## src/rtl/alu_pipe.sv

```systemverilog
// alu_pipe: handshaked ALU with one-entry result register and flags.
// Define ALU_MULDIV_EN to add iterative MUL/MULHU/DIVU/REMU (ops 9-12).
module alu_pipe #(
  parameter int WIDTH = 32,
  parameter int SHW = $clog2(WIDTH)
) (
  input  logic             clk,
  input  logic             nrst,
  input  logic             in_valid,
  output logic             in_ready,
  input  logic [3:0]       fop,
  input  logic [WIDTH-1:0] rda,
  input  logic [WIDTH-1:0] rdb,
  input  logic             kill,
  output logic             out_valid,
  input  logic             out_ready,
  output logic [WIDTH-1:0] result,
  output logic             Z,
  output logic             N,
  output logic             V,
  output logic             C
);
  typedef enum logic [1:0] {IDLE, BUSY, DONE} state_t;
  state_t state, state_n;
  logic accept, iter, last, load_res, sub, alu_v, alu_c;
  logic [WIDTH-1:0] bb, alu_res, iter_res, res_n;
  logic [WIDTH:0] sum;
  assign in_ready = nrst && (state == IDLE || (state == DONE && out_ready));
  assign accept = in_valid && in_ready && !kill;
  assign out_valid = state == DONE;
  always_comb begin
    sub = fop == 4'd1;
    bb = sub ? ~rdb : rdb;
    sum = {1'b0, rda} + {1'b0, bb} + {{WIDTH{1'b0}}, sub};
    alu_v = fop <= 4'd1 && rda[WIDTH-1] == bb[WIDTH-1] && sum[WIDTH-1] != rda[WIDTH-1];
    alu_c = fop <= 4'd1 && sum[WIDTH];
    alu_res = fop <= 4'd1 ? sum[WIDTH-1:0] :
              fop == 4'd2 ? rda << rdb[SHW-1:0] :
              fop == 4'd3 ? rda >> rdb[SHW-1:0] :
              fop == 4'd4 ? $unsigned($signed(rda) >>> rdb[SHW-1:0]) :
              fop == 4'd5 ? rda & rdb :
              fop == 4'd6 ? rda | rdb :
              fop == 4'd7 ? rda ^ rdb :
              fop == 4'd8 ? rdb : '0;
  end
`ifdef ALU_MULDIV_EN
  logic [SHW:0] cnt;
  logic [3:0] op;
  logic [WIDTH-1:0] acc, q, b, acc_n, q_n;
  logic [WIDTH:0] ms, ds;
  assign iter = fop >= 4'd9 && fop <= 4'd12;
  assign last = state == BUSY && cnt == 1;
  // acc/q hold {product high, low} for multiply and {remainder, quotient} for divide
  always_comb begin
    ms = {1'b0, acc} + (q[0] ? {1'b0, b} : '0);
    ds = {acc, q[WIDTH-1]} - {1'b0, b};
    acc_n = op <= 4'd10 ? ms[WIDTH:1] : ds[WIDTH] ? {acc[WIDTH-2:0], q[WIDTH-1]} : ds[WIDTH-1:0];
    q_n = op <= 4'd10 ? {ms[0], q[WIDTH-1:1]} : {q[WIDTH-2:0], !ds[WIDTH]};
    iter_res = op[0] ? q_n : acc_n;
  end
  always_ff @(posedge clk or negedge nrst) begin
    if (!nrst) begin
      cnt <= '0;
      op <= '0;
      acc <= '0;
      q <= '0;
      b <= '0;
    end else if (accept) begin
      cnt <= (SHW + 1)'(WIDTH);
      op <= fop;
      acc <= '0;
      q <= rda;
      b <= rdb;
    end else if (state == BUSY) begin
      cnt <= cnt - 1'b1;
      acc <= acc_n;
      q <= q_n;
    end
  end
`else
  assign iter = 1'b0;
  assign last = 1'b0;
  assign iter_res = '0;
`endif
  assign load_res = !kill && ((accept && !iter) || last);
  assign res_n = accept ? alu_res : iter_res;
  always_comb begin
    state_n = state;
    if (kill) state_n = IDLE;
    else if (accept) state_n = iter ? BUSY : DONE;
    else if (last) state_n = DONE;
    else if (state == DONE && out_ready) state_n = IDLE;
  end
  always_ff @(posedge clk or negedge nrst) begin
    if (!nrst) begin
      state <= IDLE;
      result <= '0;
      {Z, N, V, C} <= '0;
    end else begin
      state <= state_n;
      if (load_res) begin
        result <= res_n;
        Z <= res_n == '0;
        N <= res_n[WIDTH-1];
        V <= accept && alu_v;
        C <= accept && alu_c;
      end
    end
  end
endmodule

```

## config.mk

```make
export PLATFORM = sky130hd
export DESIGN_NAME = alu_pipe
export DESIGN_NICKNAME = d
export VERILOG_FILES = /design/src/rtl/alu_pipe.sv
export SDC_FILE = /design/constraint.sdc
export NUM_CORES = 1
export LEC_CHECK = 0
export CAP_MARGIN = 15
export CORE_MARGIN = 1
export CORE_UTILIZATION = 45
export DETAILED_ROUTE_END_ITERATION = 7
export HOLD_SLACK_MARGIN = 0.15
export PLACE_DENSITY = 0.67
export SETUP_SLACK_MARGIN = 0.4
export SLEW_MARGIN = 40
export SYNTH_ARGS = -nofsm -noshare
export SYNTH_HDL_FRONTEND = slang
export SYNTH_SLANG_ARGS = --single-unit
```

## constraint.sdc

```tcl
create_clock -name clk -period 6.35 [get_ports clk]
set_input_delay 0.635 -clock clk [delete_from_list [all_inputs] [get_ports clk]]
set_output_delay 0.635 -clock clk [all_outputs]
set_load 0.01 [all_outputs]
```

==> qor.yml <==
synth_top_area_share_pct: 11.90
rr_worst_depth: 12
setup.worst_path.start: "fop[3]"
fmax_mhz: 184.8
grt_max_degree: 60
setup_tns_ns: 0
cts_buffers: 5
grt_overflow_total: 0
dieHeight_microns: 157.1
synthArstFlopShare_pct: 100.0
die_width_microns: 157.1
routed_wl_microns: 56580
core_sq_um: 23540
syn_area_per_cell_sq_um: 7.416
met1_usage_pct: 62.11
clkPwrFrac_pct: 15.4
ant_nets: 0
start_kind: "input pin"
power_density_nw_per_um2: 138.0
busiest_layer: "met2"
p_sw_mw: 0.8185
synth_flop_cell: "dfrtp_1"
grt_util_met2_pct: 67.39
cts_setup_buffers: 0
vias: 13040
grt_pass1_vias: 12140
cts_hold_buffers: 0
start_util_pct: 45.99
ctsResizeCount: 0
yosys.area.top_type: "ha_1"
max_cap_violations: 0
drv_slew: 0
outcome: "finished clean"
wl_per_cell_microns: 30.95
hpwlAfterDp_microns: 44070
yosysMostFrequentCell: "nand2_1"
clock_skew_ns: 0.004992
pwr-share-comb_pct: 67.1
ir_worst_vdd_mv: 0.1333
row_count: 56
synth_warnings: 0
p_sw_share_pct: 47.98
critPathMaxFanout: 33
ys_types: 86
period_share_pct: 85.22
place_ws_ns: 0.7658
p_seq_share_pct: 17.5
grt.total_usage_pct: 46.01
clock_latency_ns: 0.29
period_minus_slack_ns: 5.412
firstDrtPassIters: 6
ys_ff_latch: 36
cts-root-buf: "clkbuf_16"
viasPerCell: 7.131
fill_cells: 2333
h-tree-depth: 2
numPortBuffers: 110
rsz0062_at_grt: "false"
worst_hold_path.num_cells: 1
antenna_found_initial: 1
setup-violations-final: 0
ios: 111
synth_edf_count: 0
ys_top_cells_by_count: "nand2_1 (155), o21ai_0 (119), a21oi_1 (105), ha_1 (103), nor2_1 (98)"
p_leak_nw: 5.206
slew_headroom_pct: 34.07
worst_slew_pin_slew_ns: 0.9805
crit_path_end_kind: "register"
cts_max_path_buffers: 2
syn-num-nets: 1637
path_class: "in -> reg"
globalplace.congestion: 1.068
synth.area.top_cells: "ha_1 (12%), mux4_2 (8.5%), dfrtp_1 (8.3%)"
cts_tree: "done"
grt_util_met3_pct: 11.51
ys_seq_area_share_pct: 8.321
area.growth.synth_to_final_pct: 14.23
setup_ws_ns: 0.9385
hp-start: "result[0]"
crit-reg2reg-launch: "state[1]"
syn-cell-area_sq_um: 10830
drive_gt1_share_pct: 11.41
critPathRequiredTime_ns: 6.55
worstPathArrival_ns: 5.61
hold_viol: 0
fin_nets: 1685
grt_pass1_wl_microns: 82170
drt_iter0_drc: 1801
clkSlewWorstSetupHoldPaths_ns: 0.06
dieArea_sq_um: 24680
intPower_mw: 0.8876
hold_path_class: "reg -> reg"
netlist_instances: 1460
route.detailed.drc: 0
clock-sinks: 36
[power by group through the flow]
| stage | Combinational (mW) | Clock (mW) | Sequential [mW] |
|---|---|---|---|
| 4_1_cts | 1.10 | 0.264 | 0.299 |
| 3_5_place_dp | 1.10 | 0 | 0.303 |
| 2_1_floorplan | 0.628 | 0 | 0.321 |
| 3_3_place_gp | 1.09 | 0 | 0.302 |
| 6_report | 1.14 | 0.262 | 0.299 |
| 5_1_grt | 1.21 | 0.274 | 0.305 |
[registers in the layout, summed over array words and instances, names as in the netlist]
name and flops:
C 1, V 1, Z 1, result 32, state 1
[final cells by class]
class / count / area (sq um) / share of cell area (%)
repair buffers: 163 / 1481 / 11.98
diodes: 1 / 2.502 / 0.02023
flip-flops and latches: 36 / 900.9 / 7.284
clock buffers: 7 / 152.6 / 1.234
multi-input cells: 1223 / 9134 / 73.86
well taps: 319 / 399.1 / 3.227
inverters: 79 / 296.5 / 2.398
[worst paths after layout]
kind,endpoint,slack (ns)
max,Z,0.94
min,result[0],0.48
max reg2reg,Z,2.61
min reg2reg,result[0],0.48
max in group asynchronous,result[2],5.51
min in group asynchronous,result[26],0.49
[logic make-up after synthesis]
| group | count (synthesis) | share of synthesized area [%] |
|---|---|---|
| compound gates | 519 | 31.88 |
| xor+xnor | 50 | 4.045 |
| fa+ha+maj | 104 | 12.09 |
| buf+inv | 201 | 7.962 |
| flops | 36 | 8.321 |
| mux | 128 | 17.05 |
| simple gates | 422 | 18.65 |
[layer usage]
layer / vias to the layer above / share of wire, %
met2: 978 / 42
met1: 6291 / 40
li1: 5588 / -
met5: - / 0
met3: 179 / 12
met4: 0 / 6.3
[critical path, cell delays in order]
cell	delay, ns
clkdlybuf4s50_1	0.44
nor4b_2	0.38
buf_12	0.29
xnor2_1	0.17
ha_1	0.33
a21oi_1	0.42
a21oi_1	0.11
a2111oi_0	0.54
o21ai_0	0.15
a31oi_1	0.47
o21ai_0	0.17
nor3b_1	0.19
or4_1	0.53
a2111oi_2	0.39
a41oi_1	0.16
o22ai_1	0.19
[per-stage QoR]
stage / cells / utilization (%) / total power, mW / hold slack [ns] / cell area (sq um)
2_1_floorplan: 1460 / - / 0.9492 / 0.3394 / 10830
3_3_place_gp: 1820 / 51.72 / 1.390 / 0.4612 / 12180
3_5_place_dp: 1820 / 51.78 / 1.400 / 0.4635 / 12190
4_1_cts: 1827 / 52.43 / 1.666 / 0.4769 / 12340
5_1_grt: 1827 / 52.52 / 1.784 / 0.4875 / 12360
6_report: 1828 / 52.53 / 1.706 / 0.4773 / 12370
[placed cells by master, fill, tap and decap left out, types with 7 or more instances in the layout]
cell type        instances
xnor2_1                 43
ha_1                   103
nor3_1                  24
o21a_1                   8
a21o_1                  31
clkdlybuf4s50_1        103
dfrtp_1                 36
nand4_1                 16
mux2_2                  28
a22o_1                   9
inv_1                   75
o21ai_0                119
nor4_1                   7
a2111oi_0                7
mux2i_1                 55
o22ai_1                 27
a221oi_1                11
xor2_1                   7
a2bb2oi_1                8
nor2_1                  95
a22oi_1                 24
a21oi_1                105
nand2b_1                19
a211oi_1                30
nor2b_1                 13
buf_4                   54
a31oi_1                 23
o211ai_1                24
and2_1                   9
nand3_1                 31
o221ai_1                 9
nand2_1                155
mux4_2                  41
and3_1                   8
(Power assumes the default switching activity.)
